$ cat src/rtl/cavlc_mb_scheduler.sv
// cavlc_mb_scheduler
//   Walks the 16 luma 4x4 blocks of one macroblock through the block control
//   FSM in H.264 block-scan order.  For every block it forms the coeff_token
//   context nC from the left/top neighbour TotalCoeff values.  It also records
//   each block's TotalCoeff so that neighbours inside the macroblock can use it.
//
// Ports
//   Clk, nReset             clock, asynchronous active-low reset
//   MbStart                 start a macroblock (accepted in IDLE only)
//   LeftMbAvail/TopMbAvail  neighbour macroblock availability (latched on MbStart)
//   LeftMbTotalCoeff        right column of left MB, row y at [5y+4:5y]
//   TopMbTotalCoeff         bottom row of top MB, column x at [5x+4:5x]
//   BarrelShifterReady      bitstream shifter has valid bits
//   BlockDone, TotalCoeff   block FSM completion pulse and that block's TotalCoeff
//   Enable                  launch request to the block FSM
//   nC, BlkIdx              registered context and index of the current block
//   MbBusy, MbDone          macroblock in progress / completion pulse
//   BotRowTotalCoeff        TotalCoeff of the y=3 blocks, indexed by x
//   RightColTotalCoeff      TotalCoeff of the x=3 blocks, indexed by y
module cavlc_mb_scheduler #(
  parameter int unsigned NUM_BLK = 16,
  parameter int unsigned TC_W    = 5
) (
  input  logic                Clk,
  input  logic                nReset,
  input  logic                MbStart,
  input  logic                LeftMbAvail,
  input  logic                TopMbAvail,
  input  logic [4*TC_W-1:0]   LeftMbTotalCoeff,
  input  logic [4*TC_W-1:0]   TopMbTotalCoeff,
  input  logic                BarrelShifterReady,
  input  logic                BlockDone,
  input  logic [TC_W-1:0]     TotalCoeff,
  output logic                Enable,
  output logic [TC_W-1:0]     nC,
  output logic [3:0]          BlkIdx,
  output logic                MbBusy,
  output logic                MbDone,
  output logic [4*TC_W-1:0]   BotRowTotalCoeff,
  output logic [4*TC_W-1:0]   RightColTotalCoeff
);

  typedef enum logic [2:0] {IDLE, CALC, ISSUE, WAIT_DONE, FINISH} state_t;

  localparam logic [3:0] LAST_BLK = 4'(NUM_BLK - 1);

  state_t state, nextState;

  logic                leftAvail, topAvail;
  logic [4*TC_W-1:0]   leftTc, topTc;
  logic [TC_W-1:0]     tcTab [NUM_BLK];

  logic [1:0]          blkX, blkY;
  logic [TC_W-1:0]     nA, nB, nCNext;
  logic                availA, availB;
  logic [TC_W:0]       sumAB;
  logic [4*TC_W-1:0]   botNext, rightNext;

  // Scan index from block coordinates: {y1, x1, y0, x0}.
  function automatic logic [3:0] blkOf(input logic [1:0] bx, input logic [1:0] by);
    return {by[1], bx[1], by[0], bx[0]};
  endfunction

  assign blkX = {BlkIdx[2], BlkIdx[0]};
  assign blkY = {BlkIdx[3], BlkIdx[1]};

  // Neighbour selection and nC.
  always_comb begin
    nA     = '0;
    nB     = '0;
    availA = 1'b0;
    availB = 1'b0;
    if (blkX != 2'd0) begin
      nA     = tcTab[blkOf(blkX - 2'd1, blkY)];
      availA = 1'b1;
    end else begin
      nA     = leftTc[blkY*TC_W +: TC_W];
      availA = leftAvail;
    end
    if (blkY != 2'd0) begin
      nB     = tcTab[blkOf(blkX, blkY - 2'd1)];
      availB = 1'b1;
    end else begin
      nB     = topTc[blkX*TC_W +: TC_W];
      availB = topAvail;
    end
    sumAB = {1'b0, nA} + {1'b0, nB} + {{TC_W{1'b0}}, 1'b1};
    case ({availA, availB})
      2'b11:   nCNext = sumAB[TC_W:1];
      2'b10:   nCNext = nA;
      2'b01:   nCNext = nB;
      default: nCNext = '0;
    endcase
  end

  // Edge vectors are captured on the last BlockDone rather than in FINISH, so
  // they are already valid while MbDone is high; block 15 is taken straight
  // from TotalCoeff because its table entry is written on that same edge.
  always_comb begin
    botNext   = '0;
    rightNext = '0;
    for (int unsigned i = 0; i < 4; i++) begin
      botNext[i*TC_W +: TC_W]   = (blkOf(2'(i), 2'd3) == LAST_BLK) ? TotalCoeff
                                                                  : tcTab[blkOf(2'(i), 2'd3)];
      rightNext[i*TC_W +: TC_W] = (blkOf(2'd3, 2'(i)) == LAST_BLK) ? TotalCoeff
                                                                  : tcTab[blkOf(2'd3, 2'(i))];
    end
  end

  // State register.
  always_ff @(posedge Clk or negedge nReset) begin
    if (!nReset) state <= IDLE;
    else         state <= nextState;
  end

  // Next-state logic.
  always_comb begin
    nextState = state;
    case (state)
      IDLE:      if (MbStart) nextState = CALC;
      CALC:      nextState = ISSUE;
      ISSUE:     if (BarrelShifterReady) nextState = WAIT_DONE;
      WAIT_DONE: if (BlockDone) nextState = (BlkIdx == LAST_BLK) ? FINISH : CALC;
      FINISH:    nextState = IDLE;
      default:   nextState = IDLE;
    endcase
  end

  // Outputs decoded from state.
  always_comb begin
    Enable = 1'b0;
    MbDone = 1'b0;
    case (state)
      ISSUE:   Enable = 1'b1;
      FINISH:  MbDone = 1'b1;
      default: ;
    endcase
  end

  // Datapath registers.
  always_ff @(posedge Clk or negedge nReset) begin
    if (!nReset) begin
      leftAvail          <= 1'b0;
      topAvail           <= 1'b0;
      leftTc             <= '0;
      topTc              <= '0;
      nC                 <= '0;
      BlkIdx             <= '0;
      MbBusy             <= 1'b0;
      BotRowTotalCoeff   <= '0;
      RightColTotalCoeff <= '0;
      for (int unsigned i = 0; i < NUM_BLK; i++) tcTab[i] <= '0;
    end else begin
      case (state)
        IDLE: if (MbStart) begin
          leftAvail <= LeftMbAvail;
          topAvail  <= TopMbAvail;
          leftTc    <= LeftMbTotalCoeff;
          topTc     <= TopMbTotalCoeff;
          BlkIdx    <= '0;
          MbBusy    <= 1'b1;
        end
        CALC: nC <= nCNext;
        WAIT_DONE: if (BlockDone) begin
          tcTab[BlkIdx] <= TotalCoeff;
          if (BlkIdx == LAST_BLK) begin
            BotRowTotalCoeff   <= botNext;
            RightColTotalCoeff <= rightNext;
          end else begin
            BlkIdx <= BlkIdx + 4'd1;
          end
        end
        FINISH: MbBusy <= 1'b0;
        default: ;
      endcase
    end
  end

endmodule

$ cat config.mk
export PLATFORM = sky130hd
export DESIGN_NAME = cavlc_mb_scheduler
export DESIGN_NICKNAME = d
export VERILOG_FILES = /design/src/rtl/cavlc_mb_scheduler.sv
export SDC_FILE = /design/constraint.sdc
export NUM_CORES = 1
export LEC_CHECK = 0
export ABC_AREA = 1
export CORE_MARGIN = 2
export CORE_UTILIZATION = 50
export DETAILED_ROUTE_END_ITERATION = 12
export GPL_TIMING_DRIVEN = 1
export MAX_ROUTING_LAYER = met4
export PLACE_DENSITY = 0.86
export RECOVER_POWER = 100
export SLEW_MARGIN = 15
export SYNTH_ARGS = -nofsm -noshare
export SYNTH_HDL_FRONTEND = slang
export SYNTH_SLANG_ARGS = --single-unit
$ cat constraint.sdc
create_clock -name Clk -period 3.2 [get_ports Clk]
set_input_delay 0.64 -clock Clk [delete_from_list [all_inputs] [get_ports Clk]]
set_output_delay 0.64 -clock Clk [all_outputs]
set_load 0.02 [all_outputs]
# After elaboration in Yosys (flattened, before gate mapping)
# Index checks and enable logic that the tools add are counted.
[op_classes]
addsub = 5
n_mul = 2
n_lt_le_gt_ge = 4
n_eq_ne = 12
shift = 2
muxes = 27
bitwise = 3
reduce_logical = 12
[op_table]
columns = ["op", "n"]
rows = [
  ["bitwise mux 80 bit", 1],
  ["binary-select mux 5 bit (select 4 bit)", 2],
  ["variable part select 20 x 6 -> 5 bit", 2],
  ["two-way mux 5 bit", 7],
  ["demux 5 bit (select 4 bit)", 1],
  ["greater-or-equal comparator 5 bit (second input constant)", 3],
  ["inverter 4 -> 5 bit", 3],
  ["one-hot mux 5 bit (3 select lines)", 1],
  ["two-way mux 3 bit", 4],
  ["two-way mux 4 bit", 3],
  ["one-hot mux 3 bit (4 select lines)", 1],
  ["multiplier 2 x 3 -> 5 bit (second input constant)", 2],
  ["!= test 2 bit (second input constant)", 4],
  ["one-hot mux 4 bit (2 select lines)", 1],
  ["nonzero test 2 bit", 4],
  ["adder 5 x 5 -> 6 bit", 1],
  ["adder 6 x 1 -> 6 bit (second input constant)", 1],
  ["== test 3 x 2 -> 1 bit (second input constant)", 2],
  ["AND reduction 2 bit", 3],
  ["AND reduction 3 bit", 2],
  ["< comparator 5 x 1 -> 1 bit (second input constant)", 1],
  ["two-way mux 1 bit", 5],
  ["adder 4 x 1 -> 4 bit (second input constant)", 1],
  ["== test 2 bit (second input constant)", 2],
  ["9 further kinds", 10],
]
[word_totals]
reg_bits = 175
inputBits = 52
out_inout_bits = 52
word_cells = 93

# Longest topological paths before layout
# Gate-level depths: netlist of the first run.
[logic_depth]
word_depth = 9
depth_mapped = 22
mapped_depth_nobuf = 19

# Worst setup path before layout of the first run
# OpenSTA, ideal clock, no wires.
[synth_timing]
path_kind = "reg-to-reg"
start = "register BlkIdx[0]"
end = "register nC[4]"
setup_ns = 0.117
arrival_ns = 3.098
required_ns = 3.083
setup_slack_ns = -0.015
path_stages_with_launch = 20
cell_sequence = "dfrtp_1 buf_2 inv_2 buf_2 buf_2 ha_1 clkbuf_1 o221ai_1 nand3_1 nand3_1 and2_1 ha_1 a21oi_1 nor3_1 a211oi_1 o21ai_0 nand2_1 nand2_1 nand2_1 nand2_1"
[synth_via]
elab_chain_cells = 9
word_cells_on_any_way = 21
[synth_lines]
columns = ["item", "line", "text"]
rows = [
  ["from (decl)", "36", "output logic [3:0] BlkIdx,"],
  ["from (signal assigned)", "170", "BlkIdx <= BlkIdx + 4'd1;"],
  ["branches (longest 8 deep; another with adder 5 x 5 -> 6 bit)", "-", ""],
  ["one-hot mux 5 bit (3 select lines) (*)", "88", "case ({availA, availB})"],
  ["to (signal assigned)", "163", "CALC: nC <= nCNext;"],
  ["to (decl)", "35", "output logic [TC_W-1:0] nC,"],
]
# Mark *: on every way between the ends. The select of a mux whose other input is x is not followed.
# A chain may end at the register's enable or synchronous reset.

# Worst setup path after layout of the first run
[layout_timing]
start = "register BlkIdx[0]"
end = "register nC[3]"
# Same word-level chain as after synthesis.

==> out/qor.yml, run 1 <==
sta:
  timing.slew.headroom_pct: -32.4
  timing.fmax_mhz: 337
  fin_crit_sh_pct: 92.9
  slew_violations: 81
  period_needed_ns: 2.97
  setup_viol: 0
  grt_setup_unrepaired: "no"
  worst_pin_slew_ns: 1.99
  finalWorstSetupSlack_ns: 0.228
  hold_viol_final: 0
  fin_skew_ns: 0.00930
  fin_setup_tns_ns: 0
placed_design:
  place.gp.congestion: 0.922
  portBuffers: 103
  pre_cts_ws_ns: 0.220
  dp_hpwl_mm: 16.8
critical_path:
  r2r_start: "BlkIdx[0]$_DFFE_PN0P_"
  r2r_cells: 20
  end_kind: "register"
  setup.worst_path.start_class: "register"
  r2r_end: "nC[3]$_DFFE_PN0N_"
  worstPathArrival_ns: 3.36
  worst_setup_path_startpoint: "BlkIdx[0]$_DFFE_PN0P_"
  worst-path-max-fanout: 6
  required_ns: 3.59
  cp-endpoint: "nC[3]$_DFFE_PN0N_"
  reg2reg_setup_slack_ns: 0.23
  crit_type: "register to register"
floorplan:
  start_util_pct: 50.6
  ios: 104
  fp-row-count: 48
  core_area_um2: 17100
  die_y_um: 135
  chipWidth_um: 135
  dieArea_um2: 18300
route:
  drtIter0Drc: 1016
  vias_per_cell: 5.66
  vias: 8179
  wl_per_cell_um: 17.2
  drt_wl_total_mm: 24.9
  dr.pass1.iters: 6
  final_antenna_net_count: 0
  drc: 0
grt:
  grt_pass1_vias: 7595
  grt.total_usage_pct: 28.8
  grt_pass1_wl_mm: 39.6
  grt_max_degree: 101
  grt.overflow.total: 0
  antenna_found_initial: 0
final_layout:
  antenna_cells: 0
  fillers: 1535
  drive_gt1_share_pct: 5.25
  area_delta_synth_final_pct: 20.9
  final_nets: 1270
cts:
  cts_inserted_buffers: 17
  tritoncts: "done"
  clk_pin_slew_ns: 0.07
  cts.path.max_buffers: 2
  clockRootBuffer: "clkbuf_16"
  htree_levels: 4
  clock_sinks: 170
  clk_latency_ns: 0.44
synth:
  ys_seq_area_share_pct: 49.3
  synth_area_um2: 8630
  syn_nets: 1191
  avgSynthCellArea_um2: 7.65
  synth_seq_cells: 170
  syn-instance-count: 1128
  ys_types: 30
  synth-warning-count: 0
pwr:
  p_leak_nw: 5.10
  powerDensity_nw_per_um2: 935
  irDropWorstVdd_mv: 0.542
min_path:
  hold_path_class: "register to register"
flow_run:
  max-cap-violations: 1
status:
  outcome: "finished with violations"
  violations: "max-capacitance violations, max-slew violations"
[synth_stat cells]
cell / instances / area share (%)
nor3_1: 5 / 0.29
o21ai_1: 2 / 0.12
fa_1: 1 / 0.23
o22ai_1: 6 / 0.44
inv_1: 64 / 2.8
buf_4: 8 / 0.70
nand2_1: 366 / 16
dfrtp_1: 170 / 49
o21ba_2: 1 / 0.12
nand3_1: 57 / 3.3
a211oi_1: 2 / 0.17
buf_2: 29 / 1.7
nor2_2: 6 / 0.44
a21oi_1: 65 / 3.8
a31oi_2: 1 / 0.14
o221ai_1: 13 / 1.3
and2_1: 5 / 0.36
buf_1: 2 / 0.087
o21ai_0: 178 / 10
nand2_2: 1 / 0.073
inv_2: 4 / 0.17
o211ai_1: 9 / 0.78
ha_1: 10 / 1.4
nor2_4: 2 / 0.26
nor3_4: 2 / 0.38
nor2_1: 92 / 4.0
buf_6: 2 / 0.26
nor3b_1: 1 / 0.087
clkbuf_1: 23 / 1.0
clkinv_1: 1 / 0.043
[cell usage in the layout, fill, tap and decap left out, drive strengths merged]
| cell | netlist | layout |
|---|---|---|
| nor3b | 1 | 1 |
| clkdlybuf4s50 | 0 | 50 |
| and2 | 5 | 5 |
| nor3 | 7 | 7 |
| nand2 | 367 | 367 |
| a211oi | 2 | 2 |
| ha | 10 | 10 |
| dfrtp | 170 | 170 |
| clkbuf | 23 | 23 |
| o21ba | 1 | 1 |
| fa | 1 | 1 |
| a31oi | 1 | 1 |
| o221ai | 13 | 13 |
| o22ai | 6 | 6 |
| o21ai | 180 | 180 |
| a21oi | 65 | 65 |
| nand3 | 57 | 57 |
| inv | 68 | 75 |
| dlygate4sd3 | 0 | 52 |
| o211ai | 9 | 9 |
| clkinvlp | 0 | 3 |
| nor2 | 100 | 100 |
| clkinv | 1 | 6 |
| buf | 41 | 16 |
[where the power goes]
part | switching, mW | total (mW) | internal [mW]
Combinational | 3.01 | 4.63 | 1.62
Sequential | 0.380 | 3.10 | 2.72
Clock | 0.987 | 2.02 | 1.04
[cell families after synthesis]
group	synth area share, %
flops	49.3
fa+ha+maj	1.68
simple gates	25.1
buf+inv	6.73
compound gates	17.2
[what timing repair did]
item,CTS,global route
endpoints found under the setup margin,0,2
hold buffers,0,0
buffers inserted,0,4
resized for setup,0,7
[layout make-up]
class	instances	area [um^2]	share of cell area, %
Clock buffer	17	425	4.08
Clock inverter	15	154	1.48
Tap cell	225	282	2.70
Timing Repair Buffer	124	1280	12.2
Inverter	69	263	2.52
Sequential cell	170	4260	40.8
Multi-Input combinational cell	825	3770	36.2
[per-layer routing]
layer	up-vias	GRT usage (%)	part of all wire, %
met2	414	43.0	46
met4	0	10.2	2.6
met3	66	6.10	8.2
li1	3852	-	-
met5	-	-	0
met1	3847	39.3	43
[metrics by stage]
step,hold slack (ns),instance area (um^2),power (mW),cells,util [%]
2_1_floorplan,0.344,8630,6.24,1128,-
3_3_place_gp,0.448,9790,7.44,1407,57.4
3_5_place_dp,0.454,9790,7.55,1407,57.4
4_1_cts,0.257,10400,9.59,1439,60.8
5_1_grt,0.487,10400,10.5,1445,61.2
6_report,0.471,10400,9.76,1445,61.2
[worst max-delay path: stages (launching register included)]
cell and delay (ns):
dfrtp_2 0.45, inv_2 0.15, ha_1 0.29, clkinvlp_4 0.16, buf_4 0.14, nand3_1 0.07, nand2_1 0.10, nand2_1 0.06
nand3_1 0.12, nand2_1 0.07, nand2_1 0.11, inv_1 0.09, fa_1 0.37, inv_1 0.11, a21oi_1 0.08, o21ba_1 0.19
nand2_1 0.06, nand2_1 0.04, o211ai_1 0.15, nand2_1 0.07, nand2_1 0.05
[registers in the layout, summed over array words and instances (netlist names), 5 cells and up]
signal	cells
nC	5
topTc	20
RightColTotalCoeff	15
botNext	15
rightNext	15
leftTc	20
BotRowTotalCoeff	20
tcTab	50
[worst min-delay path by stage]
| stage | from | to | slack, ns | cells after the start |
|---|---|---|---|---|
| 2_1_floorplan | nReset | BlkIdx[0]$_DFFE_PN0P_ | 0.34 | 0 |
| 3_3_place_gp | leftTc[14]$_DFFE_PN0P_ | leftTc[14]$_DFFE_PN0P_ | 0.45 | 2 |
| 3_5_place_dp | leftTc[14]$_DFFE_PN0P_ | leftTc[14]$_DFFE_PN0P_ | 0.45 | 2 |
| 4_1_cts | nReset | RightColTotalCoeff[1]$_DFFE_PN0P_ | 0.26 | 1 |
| 5_1_grt | leftTc[5]$_DFFE_PN0P_ | leftTc[5]$_DFFE_PN0P_ | 0.49 | 2 |
| 6_report | leftTc[6]$_DFFE_PN0P_ | leftTc[6]$_DFFE_PN0P_ | 0.47 | 2 |
No activity file was read; power rests on OpenSTA's default activity.
==> run 2, diff against run 1 <==
Settings changed: CORE_UTILIZATION 50 to 45, PLACE_DENSITY 0.86 to 0.79.
==> run 2 against run 1 <==
Net effect:
- the run now ends clean
- core utilization is 6.0 points lower
- die area grew 11%
- critical endpoint is now tcTab[77]$_DFFE_PN0P_
- critical path type unchanged
- global-route usage decreased by 2.9 points
- highest routed layer unchanged
- largest power group unchanged
- hold slack got worse by 0.0046 ns
==> out/qor.yml, run 2 (synthesis gave the netlist of run 1 again) <==
cts:
  tritoncts: "done"
  postCtsSetupBuffers: 0
  clock_sinks: 170
  clk_pin_slew_ns: 0.07
  clk_latency_ns: 0.44
  htree_levels: 4
  ctsHoldBuffers: 0
  cts_inserted_buffers: 17
  clockRootBuffer: "clkbuf_16"
  cts.path.max_buffers: 2
  ctsResizeCount: 0
flow_run:
  max-cap-violations: 0
route:
  vias: 8236
  wl_per_cell_um: 17.0
  final_antenna_net_count: 0
  dr.pass1.iters: 6
  drt_wl_total_mm: 24.7
  vias_per_cell: 5.67
  drtIter0Drc: 1043
  drc: 0
critical_path:
  path_common_cell: "nor2_1"
  worst_setup_path_startpoint: "state[0]$_DFFE_PN0P_"
  cp_cell_sequence: "inv_1 -> nor3_1 -> clkinv_1 -> nor2_1 -> nand2_1 -> nor2_1 -> o21ai_0"
  end_kind: "register"
  required_ns: 3.49
  setup.worst_path.start_class: "register"
  worstPathArrival_ns: 3.32
  slowest_stage: "nor2_1"
  crit_type: "register to register"
  worst-path-max-fanout: 10
  critical-path-max-stage-delay_ns: 0.63
  r2r_cells: 7
  r2r_start: "state[0]$_DFFE_PN0P_"
placed_design:
  place.gp.congestion: 0.991
  portBuffers: 103
  dp_hpwl_mm: 17.4
pwr:
  powerDensity_nw_per_um2: 934
  p_leak_nw: 5.05
  irDropWorstVdd_mv: 0.565
  finalPower_mw: 9.67
grt:
  grt_pass1_wl_mm: 40.0
  grt.overflow.total: 0
  grt_pass1_vias: 7680
  grt.total_usage_pct: 25.9
  antenna_found_initial: 0
  grt_max_degree: 89
floorplan:
  die_y_um: 142
  dieArea_um2: 20300
  chipWidth_um: 142
  core_area_um2: 18800
  fp-row-count: 50
  start_util_pct: 46.0
  ios: 104
sta:
  timing.slew.headroom_pct: 2.20
  slew_violations: 0
  hold_viol_final: 0
  period_needed_ns: 3.03
  worst_pin_slew_ns: 1.47
  setup_viol: 0
  fin_crit_sh_pct: 94.6
  fin_setup_tns_ns: 0
  fin_skew_ns: 0.0127
  timing.fmax_mhz: 330
  grt_setup_unrepaired: "no"
min_path:
  hold_depth: 2
  hold_start: "leftTc[8]$_DFFE_PN0P_"
  hold_path_class: "register to register"
final_layout:
  fillers: 1735
  antenna_cells: 0
  regMostFlops: "tcTab"
  final_nets: 1269
  drive_gt1_share_pct: 4.92
  mostFrequentLayoutCell: "nand2_1"
  largest_reg_flops: 50
  area_delta_synth_final_pct: 20.0
  layout_common_cells: "366 x nand2_1, 178 x o21ai_0, 169 x dfrtp_1"
status:
  outcome: "finished clean"
run 2: metrics by stage:
stage	hold WS [ns]	setup WS (ns)	utilization [%]	cell area (um^2)	instances
final	0.467	0.174	55.2	10400	1453
after global routing	0.498	0.00612	55.2	10400	1453
after CTS	0.185	0.268	55.5	10400	1453
after detailed placement	0.455	0.302	52.5	9860	1421
after global placement	0.449	0.352	52.5	9860	1421
after floorplan	0.344	0.0549	-	8630	1128
run 2: layout make-up:
type                    count  area [um^2]  area share, %
flip-flops and latches    170         4260           41.1
repair buffers            123         1230           11.9
clock buffers              20          447           4.31
inverters                  69          259           2.50
clock inverters            12          116           1.12
multi-input cells         825         3750           36.2
well taps                 234          293           2.83
run 2: final timing paths:
kind	slack, ns	endpoint
max	0.17	tcTab[77]$_DFFE_PN0P_
min	0.47	leftTc[8]$_DFFE_PN0P_
max reg2reg	0.17	tcTab[77]$_DFFE_PN0P_
min reg2reg	0.47	leftTc[8]$_DFFE_PN0P_
max in group asynchronous	0.82	tcTab[75]$_DFFE_PN0P_
min in group asynchronous	0.55	RightColTotalCoeff[2]$_DFFE_PN0P_
run 2: critical path: cells and delay by family, from the launching register on:
| family | cells | cell delay, ns |
|---|---|---|
| AO/OA/AOI/OAI | 1 | 0.17 |
| flip-flops | 1 | 0.41 |
| AND/OR/NAND/NOR | 4 | 1.97 |
| buffers and inverters | 2 | 0.32 |
run 2: report_power, final:
| group | total, mW | internal [mW] | switching [mW] |
|---|---|---|---|
| Combinational | 4.53 | 1.60 | 2.93 |
| Clock | 2.02 | 1.10 | 0.913 |
| Sequential | 3.13 | 2.72 | 0.409 |
| Total | 9.67 | 5.42 | 4.25 |
run 2: routing by layer:
layer	wire length, um	vias up	GRT usage, %
li1	-	3850	-
met1	10800	3951	34.5
met2	11400	357	39.3
met3	1690	78	4.54
met4	814	0	11.0
met5	0	-	-
